--- config.mk ---
export PLATFORM = sky130hd
export DESIGN_NAME = decode_issue_ctrl
export DESIGN_NICKNAME = d
export VERILOG_FILES = /design/src/rtl/decode_issue_ctrl.sv
export SDC_FILE = /design/constraint.sdc
export NUM_CORES = 1
export LEC_CHECK = 0
export BUFFER_PORTS_ARGS = -buffer_cell sky130_fd_sc_hd__buf_2
export CORE_ASPECT_RATIO = 1.4
export CORE_MARGIN = 8
export CORE_UTILIZATION = 49
export CTS_CLUSTER_SIZE = 16
export DETAILED_ROUTE_END_ITERATION = 8
export GPL_ROUTABILITY_DRIVEN = 0
export GPL_TIMING_DRIVEN = 0
export PLACE_DENSITY = 0.88
export REMOVE_ABC_BUFFERS = 1
export SETUP_SLACK_MARGIN = 0.2
export SLEW_MARGIN = 20
export SYNTH_ARGS = -nofsm -noshare
export SYNTH_HDL_FRONTEND = slang
export SYNTH_SLANG_ARGS = --single-unit
--- constraint.sdc ---
create_clock -name clk_i -period 5.3 [get_ports clk_i]
set_input_delay 0.265 -clock clk_i [delete_from_list [all_inputs] [get_ports clk_i]]
set_output_delay 0.265 -clock clk_i [all_outputs]
set_load 0.02 [all_outputs]
--- src/rtl/decode_issue_ctrl.sv ---
// Decode-stage controller: one-entry stage register, load-use scoreboard and valid/ready issue to execute.
// Optional macro DECODE_ISSUE_WB_BYPASS_EN lets a same-cycle write-back release a dependent instruction.
module decode_issue_ctrl #(
    parameter int XLEN        = 64,
    parameter int STALL_CNT_W = 32
) (
    input  logic                   clk_i,
    input  logic                   rst_i,
    input  logic                   fetch_valid_i,
    input  logic [31:0]            fetch_instr_i,
    input  logic [XLEN-1:0]        fetch_pc_i,
    output logic                   fetch_ready_o,
    output logic [31:0]            dec_instr_o,
    input  logic [4:0]             dec_rs1_i,
    input  logic [4:0]             dec_rs2_i,
    input  logic [4:0]             dec_rd_i,
    input  logic [6:0]             dec_op_i,
    input  logic                   dec_r_type_i,
    input  logic                   dec_i_type_i,
    input  logic                   dec_s_type_i,
    input  logic                   dec_b_type_i,
    output logic                   ex_valid_o,
    input  logic                   ex_ready_i,
    output logic [31:0]            ex_instr_o,
    output logic [XLEN-1:0]        ex_pc_o,
    input  logic                   wb_valid_i,
    input  logic [4:0]             wb_rd_i,
    input  logic                   flush_i,
    output logic [STALL_CNT_W-1:0] stall_cnt_o
);

    localparam logic [31:0] NOP_INSTR = 32'h0000_0013;
    localparam logic [6:0]  OP_LOAD   = 7'b0000011;

    typedef enum logic [0:0] {
        ST_EMPTY = 1'b0,
        ST_HOLD  = 1'b1
    } state_t;

    state_t                 state_r;
    state_t                 state_nxt_s;
    logic [31:0]            instr_r;
    logic [XLEN-1:0]        pc_r;
    logic [31:0]            busy_r;
    logic [31:0]            busy_nxt_s;
    logic [31:0]            busy_eff_s;
    logic [31:0]            wb_mask_s;
    logic [31:0]            set_mask_s;
    logic [STALL_CNT_W-1:0] stall_cnt_r;
    logic                   uses_rs1_s;
    logic                   uses_rs2_s;
    logic                   is_load_s;
    logic                   hazard_s;
    logic                   hold_s;
    logic                   ex_valid_s;
    logic                   issue_s;
    logic                   fetch_ready_s;
    logic                   accept_s;
    logic                   stall_inc_s;

    // Operand usage, hazard check against the scoreboard, and handshake terms
    always_comb begin
        uses_rs1_s = dec_r_type_i | dec_i_type_i | dec_s_type_i | dec_b_type_i;
        uses_rs2_s = dec_r_type_i | dec_s_type_i | dec_b_type_i;
        is_load_s  = (dec_op_i == OP_LOAD);
        wb_mask_s  = wb_valid_i ? (32'd1 << wb_rd_i) : 32'd0;
`ifdef DECODE_ISSUE_WB_BYPASS_EN
        busy_eff_s = busy_r & ~wb_mask_s;
`else
        busy_eff_s = busy_r;
`endif
        busy_eff_s[0] = 1'b0;
        hazard_s      = (uses_rs1_s & busy_eff_s[dec_rs1_i]) |
                        (uses_rs2_s & busy_eff_s[dec_rs2_i]);
        hold_s        = (state_r == ST_HOLD);
        ex_valid_s    = hold_s & ~hazard_s & ~flush_i;
        issue_s       = ex_valid_s & ex_ready_i;
        // Ready depends on ex_ready_i so a full stage can refill in the cycle it drains
        fetch_ready_s = ~rst_i & ~flush_i & (~hold_s | issue_s);
        accept_s      = fetch_valid_i & fetch_ready_s;
        stall_inc_s   = hold_s & hazard_s & ~flush_i;
    end

    // Next-state selection; flush empties the stage regardless of handshakes
    always_comb begin
        state_nxt_s = state_r;
        if (flush_i) begin
            state_nxt_s = ST_EMPTY;
        end else begin
            case (state_r)
                ST_EMPTY: begin
                    if (accept_s) begin
                        state_nxt_s = ST_HOLD;
                    end else begin
                        state_nxt_s = ST_EMPTY;
                    end
                end
                ST_HOLD: begin
                    if (issue_s & ~accept_s) begin
                        state_nxt_s = ST_EMPTY;
                    end else begin
                        state_nxt_s = ST_HOLD;
                    end
                end
                default: state_nxt_s = ST_EMPTY;
            endcase
        end
    end

    // Scoreboard next value: write-back clears, issued load sets, set wins on collision
    always_comb begin
        set_mask_s    = (issue_s & is_load_s & (dec_rd_i != 5'd0)) ? (32'd1 << dec_rd_i) : 32'd0;
        busy_nxt_s    = (busy_r & ~wb_mask_s) | set_mask_s;
        busy_nxt_s[0] = 1'b0;
    end

    // State, scoreboard and stage register
    always_ff @(posedge clk_i or posedge rst_i) begin
        if (rst_i) begin
            state_r <= ST_EMPTY;
            busy_r  <= 32'd0;
            instr_r <= NOP_INSTR;
            pc_r    <= {XLEN{1'b0}};
        end else begin
            state_r <= state_nxt_s;
            busy_r  <= busy_nxt_s;
            if (flush_i) begin
                instr_r <= NOP_INSTR;
            end else if (accept_s) begin
                instr_r <= fetch_instr_i;
                pc_r    <= fetch_pc_i;
            end
        end
    end

    // Saturating count of hazard-blocked cycles
    always_ff @(posedge clk_i or posedge rst_i) begin
        if (rst_i) begin
            stall_cnt_r <= {STALL_CNT_W{1'b0}};
        end else if (stall_inc_s && (stall_cnt_r != {STALL_CNT_W{1'b1}})) begin
            stall_cnt_r <= stall_cnt_r + STALL_CNT_W'(1);
        end
    end

    assign fetch_ready_o = fetch_ready_s;
    assign ex_valid_o    = ex_valid_s;
    assign dec_instr_o   = instr_r;
    assign ex_instr_o    = instr_r;
    assign ex_pc_o       = pc_r;
    assign stall_cnt_o   = stall_cnt_r;

endmodule
==> flow_summary.yaml, run 1 <==
global_route:
  globalRouteOverflowTotal: 0
  grt_usage_pct: 20.6
  grt_max_degree: 89
  antenna_found_initial: 1
  grt_pass1_wl_microns: 32600
  grt_pass1_vias: 6302
sta:
  min_period_ps: 3240
  hold_viol: 0
  fin_crit_sh_pct: 61.1
  final_max_slew_viol_count: 0
  setup_violations: 0
  fmax_mhz: 309
  worstMarginPinSlew_ps: 718
  tns_ps: 0
  rsz0062_at_grt: "no"
  finClkSkew_ps: 13.0
  finalWorstSetupSlack_ps: 2060
  whs_ps: 80.5
  max-slew-margin-rel_pct: 52.2
critical_path:
  criticalPathCategory: "reg2reg"
  worstPathArrival_ps: 3530
  cp_slowest_cell: "a211o_4"
  cp-start-kind: "flip-flop"
  rrSetupSlack_ps: 2060
  cp.required_ps: 5590
  crit_buf_inv: 1
  cp-end-kind: "flip-flop"
  path_delay_family: "compound AO/OA/AOI/OAI gates"
  slowest_delay_ps: 550
  crit_fanout: 43
  crit_path_cell_trace: "mux4_2, or2_0, a31o_1, o31ai_4, nand3_1, a211o_4, buf_16, mux2_4"
floorplanning:
  initial_core_util_pct: 49.5
  die_x_microns: 122
  ios: 295
  die_area_sq_mm: 0.0199
  dieHeight_microns: 164
  rows: 54
  coreArea_sq_mm: 0.0155
synth:
  synth_most_common_cell: "dfrtp_1"
  synth_cell_types: 47
  ys.flop_type: "dfrtp_1"
  syn-cell-area_sq_mm: 0.00766
  ys_ff_latch: 160
  synth_edf_count: 0
  synth_top_area_share_pct: 51.3
  yosys-top-cells-count: "dfrtp_1 (157), o21ai_0 (64), mux2_4 (60)"
  synthTopCellsByArea: "dfrtp_1 (51%), mux2_4 (12%), mux2i_1 (4.3%), o21ai_0 (4.2%), mux4_2 (3.5%)"
  ys_warn_count: 0
  avgSynthCellArea_sq_um: 12.4
  synth_cells: 617
  synth_top_area_cell: "dfrtp_1"
  ys_async_sr_fraction_pct: 100
  synth_seq_area_share_pct: 52.3
cts:
  cts_setup_buffers: 0
  cts_sinks: 160
  clk_latency_ps: 410
  postCtsHoldBufs: 1
  cts_buffers: 17
  cts_resized: 0
  cts_tree: "yes"
  h-tree-depth: 4
  cts-root-buf: "clkbuf_16"
  cts.clk_slew.worst_paths_ps: 70
  clock_path_buffers: 2
detailed_routing:
  first_pass_iters: 5
  drc: 0
  wire_per_inst_microns: 19.2
  vias: 5952
  drtIter0Drc: 395
  ant_nets: 0
  routed_wl_microns: 20800
  vias_per_cell: 5.49
placement:
  portBuffers: 294
  place_worst_setup_slack_ps: 1890
  dpl.hpwl_microns: 16000
worst_hold_path:
  hold_path.class: "in2reg"
power:
  power_mw: 3.40
  internal_power_mw: 2.36
  power_leakage_nw: 5.14
  p_comb_share_pct: 21.6
  clockPowerShare_pct: 35.9
  p_sw_mw: 1.04
  seqPwrFrac_pct: 42.4
  power.density_mw_per_mm2: 349
  p_sw_share_pct: 30.5
  irDropWorstVdd_mv: 0.207
cells_and_area:
  final_layout_size_suffix_gt1_share_pct: 47.9
  final_core_util_pct: 62.9
  diodes: 0
  nets: 1010
  syn_to_final_growth_pct: 27.2
run_status:
  status: "completed"
flow_run:
  cap_viol_max_count: 0
-- registers in the layout, indices dropped and copies added, names as in the netlist --
register / flops
hold_s: 1
stall_cnt_o: 32
busy_r: 31
dec_instr_o: 32
ex_pc_o: 64
-- metal layers --
| layer | track usage, % | part of all wire, % | vias up |
|---|---|---|---|
| met1 | 22.6 | 37 | 2928 |
| li1 | - | - | 2701 |
| met5 | 0 | 0.062 | - |
| met2 | 36.7 | 53 | 272 |
| met3 | 5.71 | 7.5 | 49 |
| met4 | 8.22 | 2.8 | 2 |
-- cells in the final DEF, fill, tap and decap left out, types with 2 or more instances in the layout --
cell	instances
buf_2	294
dfrtp_1	157
o21ai_0	64
mux2_4	60
nor2_1	43
mux2i_1	33
xnor2_1	29
nand3_1	20
nand2_1	18
nand4_1	18
clkbuf_16	17
mux4_2	12
and3_1	12
nand2b_1	9
mux2_2	8
nor3_1	8
or4_1	8
nand3b_1	7
a21oi_1	6
inv_6	6
nor2b_1	5
or2_2	5
buf_16	5
inv_8	4
a211oi_1	3
and2_1	3
clkinv_4	3
dfstp_2	3
inv_1	2
and4_1	2
xor2_1	2
or3b_2	2
-- worst reg2reg max path, stage by stage, from the launching register on --
cell and delay [ps]:
dfrtp_1 400, mux4_2 460, or2_0 220, a31o_1 210, o31ai_4 390, nand3_1 220, a211o_4 550, buf_16 310
mux2_4 360
-- final timing paths --
kind                                 startpoint              end  cells after the start
worst max-delay path                 busy_r[13]       ex_pc_o[3]                      8
min in group asynchronous                 rst_i  dec_instr_o[20]                      3
worst max register to register       busy_r[13]       ex_pc_o[3]                      8
max in group asynchronous                 rst_i      ex_pc_o[24]                      4
worst min register to register  stall_cnt_o[29]  stall_cnt_o[29]                      1
worst min-delay path              fetch_pc_i[2]       ex_pc_o[2]                      2
-- power groups by stage --
stage	registers [mW]	clock network (mW)	logic [mW]
detailed placement	1.46	0	0.745
CTS	1.44	1.25	0.745
global route	1.46	1.30	0.779
floorplan	1.63	0	0.269
global placement	1.45	0	0.720
finish	1.44	1.22	0.735
-- kinds of logic (layout without fill, tap and decap cells) --
logic type | count (synthesis) | in the layout | share of synthesized area [%]
xor+xnor | 31 | 31 | 3.55
mux | 113 | 113 | 20.8
simple gates | 167 | 167 | 11.7
compound gates | 82 | 82 | 5.96
fa+ha+maj | 1 | 1 | 0.163
buf+inv | 63 | 335 | 5.54
flops | 160 | 160 | 52.3
-- per-stage QoR --
step                      area [sq um]  std cells
after floorplan                   7250        557
after global placement            8960       1047
after detailed placement          9140       1052
after CTS                         9740       1085
after global routing              9740       1085
final                             9740       1085
-- cell type report --
class                   instances  area (sq um)
flip-flops and latches        160          4010
well taps                     196           245
inverters                       3          18.8
repair buffers                300          1620
fillers                      1227          5730
clock buffers                  19           443
multi-input cells             394          3260
clock inverters                13           143
Power figures use the tool's default switching activity.
==> run 2: changes to the inputs <==
==> constraint.sdc (replaced) <==
create_clock -name clk_i -period 3.1 [get_ports clk_i]
set_input_delay 0.155 -clock clk_i [delete_from_list [all_inputs] [get_ports clk_i]]
set_output_delay 0.155 -clock clk_i [all_outputs]
set_load 0.02 [all_outputs]
==> flow_summary.yaml, run 2 (synthesis results as in run 1) <==
floorplanning:
  dieHeight_microns: 164
  initial_core_util_pct: 49.5
  coreArea_sq_mm: 0.0155
  die_area_sq_mm: 0.0199
  die_x_microns: 122
  rows: 54
  ios: 295
sta:
  finalWorstSetupSlack_ps: 317
  tns_ps: 0
  fin_crit_sh_pct: 89.8
  rsz0062_at_grt: "no"
  max-slew-margin-rel_pct: 46.8
  hold_viol: 0
  fmax_mhz: 359
  worstMarginPinSlew_ps: 799
  setup_violations: 0
  final_max_slew_viol_count: 0
  min_period_ps: 2780
  finClkSkew_ps: 14.5
cells_and_area:
  final_common_cell: "buf_2"
  final_area_sq_mm: 0.0107
  syn_to_final_growth_pct: 40.1
  largest_reg_flops: 64
  final_cells: 1178
  nets: 1102
  final_core_util_pct: 69.4
  nFillCells: 1050
  final_cell_mix: "buf_2 (294), dfrtp_1 (157), dlygate4sd3_1 (88), o21ai_0 (62), mux2_4 (60)"
  final_layout_size_suffix_gt1_share_pct: 44.9
global_route:
  grt_usage_pct: 23.7
  globalRouteOverflowTotal: 0
  antenna_found_initial: 1
  grt_pass1_vias: 6900
  grt_pass1_wl_microns: 37000
  grt_max_degree: 89
power:
  power.density_mw_per_mm2: 555
  irDropWorstVdd_mv: 0.367
  power_leakage_nw: 5.55
placement:
  place_worst_setup_slack_ps: -203
  numPlacedInstances: 1052
  portBuffers: 294
  placed_area_sq_mm: 0.00914
  dpl.hpwl_microns: 16000
flow_run:
  cap_viol_max_count: 0
detailed_routing:
  routed_wl_microns: 24100
  vias_per_cell: 5.48
  wire_per_inst_microns: 20.4
  first_pass_iters: 4
  ant_nets: 0
  drtIter0Drc: 514
  drc: 0
  vias: 6459
critical_path:
  slowest_delay_ps: 460
  crit_fanout: 21
  reg2reg_depth: 8
  cp.required_ps: 3390
  cp_slowest_cell: "mux4_2"
  timing.rr.end: "ex_pc_o[1]"
  worstPathArrival_ps: 3070
  rrSetupSlack_ps: 320
  cp-start-kind: "flip-flop"
  r2r-start: "busy_r[13]"
  cp-end-kind: "flip-flop"
  criticalPathCategory: "reg2reg"
  crit_path_cell_trace: "mux4_2, or2_0, a31o_1, o31ai_4, nand3_4, a211o_4, clkbuf_16, mux2_4"
cts:
  cts_buffers: 17
  cts_sinks: 160
  h-tree-depth: 4
  clk_latency_ps: 410
  cts.clk_slew.worst_paths_ps: 60
  cts-root-buf: "clkbuf_16"
  cts_tree: "yes"
  clock_path_buffers: 2
worst_hold_path:
  min-delay-start: "fetch_instr_i[2]"
  hold_end: "dec_instr_o[2]"
  hold_path.class: "in2reg"
  hold_depth: 3
run_status:
  status: "completed"
## run 2: final cells by class
type | count | area (sq um) | share of cell area, %
Antenna cell | 1 | 2.50 | 0.0233
Multi-Input combinational cell | 395 | 3310 | 30.9
Inverter | 3 | 18.8 | 0.175
Clock inverter | 13 | 143 | 1.33
Clock buffer | 19 | 443 | 4.13
Tap cell | 196 | 245 | 2.29
Timing Repair Buffer | 391 | 2560 | 23.8
Sequential cell | 160 | 4010 | 37.3
## run 2: how the worst max path moves through the flow
stage	from	cells after the start	slack (ps)	to
4_1_cts	busy_r[13]	8	220	busy_r[17]
3_3_place_gp	rst_i	5	-4930	ex_pc_o[25]
6_report	busy_r[13]	8	320	ex_pc_o[1]
2_1_floorplan	rst_i	4	-3080	ex_pc_o[0]
5_1_grt	busy_r[13]	8	210	busy_r[5]
3_5_place_dp	dec_rs2_i[0]	9	-200	ex_pc_o[52]
## run 2: per-layer routing
layer / GRT usage, % / vias to the layer above / share of wire [%]
met3: 5.95 / 68 / 6.8
met1: 26.0 / 3236 / 36
met2: 42.1 / 274 / 53
li1: - / 2881 / -
met5: 0 / - / 0
met4: 10.4 / 0 / 3.7
## run 2: power breakdown
group / switching (mW) / leakage, nW / internal, mW
clock network: 0.924 / 0.290 / 1.17
registers: 0.165 / 2.07 / 2.31
logic: 0.755 / 3.19 / 0.637
## run 2: worst max-delay path: cells and delay by family, from the launching register on
kind / cells / cell delay, ps
compound gates: 3 / 860
mux: 2 / 780
simple gates: 2 / 380
buf+inv: 1 / 230
flops: 1 / 400
## run 2: timing repair
| item | 4_1_cts | 5_1_grt |
|---|---|---|
| hold buffers | 89 | 0 |
| hold endpoints to repair | 157 | 0 |
| setup endpoints to repair | 68 | 84 |
| cloned | 1 | 1 |
| pin swaps | 2 | 1 |
| setup buffers | 2 | 0 |
| resized for setup | 2 | 10 |
## run 2: metrics by stage
stage	power, mW	hold slack [ps]
6_report	5.96	16.2
5_1_grt	6.19	1.82
4_1_cts	5.98	0.543
3_5_place_dp	3.77	258
3_3_place_gp	3.71	385
2_1_floorplan	3.25	218
==> run 3: changes to the inputs <==
--- a/config.mk
+++ b/config.mk
@@ -15,7 +15,7 @@
 export GPL_TIMING_DRIVEN = 0
 export PLACE_DENSITY = 0.88
 export REMOVE_ABC_BUFFERS = 1
-export SETUP_SLACK_MARGIN = 0.2
+export SETUP_SLACK_MARGIN = 0.4
 export SLEW_MARGIN = 20
 export SYNTH_ARGS = -nofsm -noshare
 export SYNTH_HDL_FRONTEND = slang
==> flow_summary.yaml, run 3 (synthesis results as in run 1) <==
cells_and_area:
  nFillCells: 988
  largest_reg_flops: 64
  nets: 1121
  final_common_cell: "buf_2"
  final_cell_mix: "buf_2 (293), dfrtp_1 (157), dlygate4sd3_1 (88), mux2_4 (60), nor2_1 (42)"
  syn_to_final_growth_pct: 45.6
  final_layout_size_suffix_gt1_share_pct: 49.0
power:
  p_comb_share_pct: 24.2
  internal_power_mw: 4.15
  power_mw: 6.04
  power.density_mw_per_mm2: 542
  clockPowerShare_pct: 34.7
  irDropWorstVdd_mv: 0.329
  p_sw_share_pct: 31.2
  power_leakage_nw: 5.73
  p_sw_mw: 1.89
  seqPwrFrac_pct: 41.1
flow_run:
  cap_viol_max_count: 0
sta:
  setup_violations: 0
  max-slew-margin-rel_pct: 44.9
  final_max_slew_viol_count: 0
  tns_ps: 0
  fmax_mhz: 361
  hold_viol: 0
  worstMarginPinSlew_ps: 826
  rsz0062_at_grt: "yes"
  min_period_ps: 2770
  finClkSkew_ps: 14.4
  fin_crit_sh_pct: 89.3
critical_path:
  criticalPathCategory: "reg2reg"
  rrSetupSlack_ps: 330
  cp_slowest_cell: "mux4_2"
  cp-start-kind: "flip-flop"
  reg2reg_depth: 8
  r2r-start: "busy_r[14]"
  worstPathArrival_ps: 3060
  cp-end-kind: "flip-flop"
  crit_fanout: 11
  crit_path_cell_trace: "mux4_2, a22oi_1, nand4_1, nand3_2, nand3_4, a211o_4, buf_16, mux2_4"
  slowest_delay_ps: 480
  timing.rr.end: "ex_pc_o[37]"
  cp.required_ps: 3390
floorplanning:
  die_x_microns: 122
  dieHeight_microns: 164
  initial_core_util_pct: 49.5
  die_area_sq_mm: 0.0199
  rows: 54
  coreArea_sq_mm: 0.0155
  ios: 295
cts:
  h-tree-depth: 4
  cts_buffers: 17
  cts-root-buf: "clkbuf_16"
  clk_latency_ps: 410
  clock_path_buffers: 2
  cts_tree: "yes"
  cts_sinks: 160
  cts.clk_slew.worst_paths_ps: 70
detailed_routing:
  drtIter0Drc: 443
  first_pass_iters: 5
  drc: 0
  ant_nets: 0
  vias_per_cell: 5.60
  vias: 6709
  wire_per_inst_microns: 21.6
  routed_wl_microns: 25900
worst_hold_path:
  hold_path.class: "in2reg"
  hold_end: "dec_instr_o[2]"
  hold_depth: 3
  min-delay-start: "fetch_instr_i[2]"
global_route:
  grt_usage_pct: 24.4
  grt_pass1_vias: 7027
  globalRouteOverflowTotal: 0
  antenna_found_initial: 2
  grt_max_degree: 89
  grt_pass1_wl_microns: 37800
placement:
  dpl.hpwl_microns: 16000
  portBuffers: 294
run_status:
  status: "completed"
==> run 3: repair_timing <==
item | 4_1_cts | 5_1_grt
gates cloned | 3 | 7
buffers inserted | 5 | 8
hold buffers | 89 | 0
hold endpoints to repair | 157 | 0
pin swaps | 16 | 7
gates resized for setup | 62 | 31
setup endpoints to repair | 97 | 124
==> run 3: critical path: cells and delay by family, from the launching register on <==
family,cells,cell delay (ps)
simple gates,3,540
buf+inv,1,200
flops,1,410
mux,2,800
compound gates,2,690
==> run 3: cell type report <==
cell class                 instances  area, sq um  share of cell area, %
timing repair buffer             409         2810                   25.2
multi-input combinational        396         3480                   31.2
inverter                           3         18.8                  0.168
clock buffer                      19          443                   3.97
clock inverter                    13          143                   1.28
sequential                       160         4010                   35.9
tap                              196          245                   2.20
antenna                            3         7.51                 0.0673
==> run 3: layer usage <==
layer	GRT usage (%)	share of wire [%]	wire, microns	up-vias
met2	42.4	53	13800	340
met3	6.57	7.0	1810	81
met5	0	0	0	-
met1	26.4	36	9290	3356
met4	12.9	3.9	999	0
li1	-	-	-	2932
==> run 3: per-stage QoR <==
stage	worst slack (ps)	util [%]	std cells	hold slack, ps	instance area (sq um)
after floorplan	-3080	-	557	218	7250
after detailed placement	-203	59.1	1052	258	9140
final	332	72.1	1199	9.54	11100
after CTS	309	70.3	1181	0.543	10900
after global routing	260	72.0	1198	3.82	11100
after global placement	-4930	57.9	1047	385	8960
==> run 3: worst max path at each step <==
stage	end	start	cells past startpoint	slack (ps)
after floorplan	ex_pc_o[0]	rst_i	4	-3080
after global routing	dec_instr_o[5]	busy_r[13]	12	260
after global placement	ex_pc_o[25]	rst_i	5	-4930
after detailed placement	ex_pc_o[52]	dec_rs2_i[0]	9	-200
final	ex_pc_o[37]	busy_r[14]	8	330
after CTS	ex_pc_o[0]	busy_r[13]	8	310
==> run 3: power by group through the flow <==
stage	clock, mW	sequential [mW]	combinational (mW)
floorplan	0	2.79	0.460
global placement	0	2.48	1.23
detailed placement	0	2.49	1.27
CTS	2.14	2.46	1.40
global route	2.21	2.51	1.54
finish	2.09	2.49	1.46
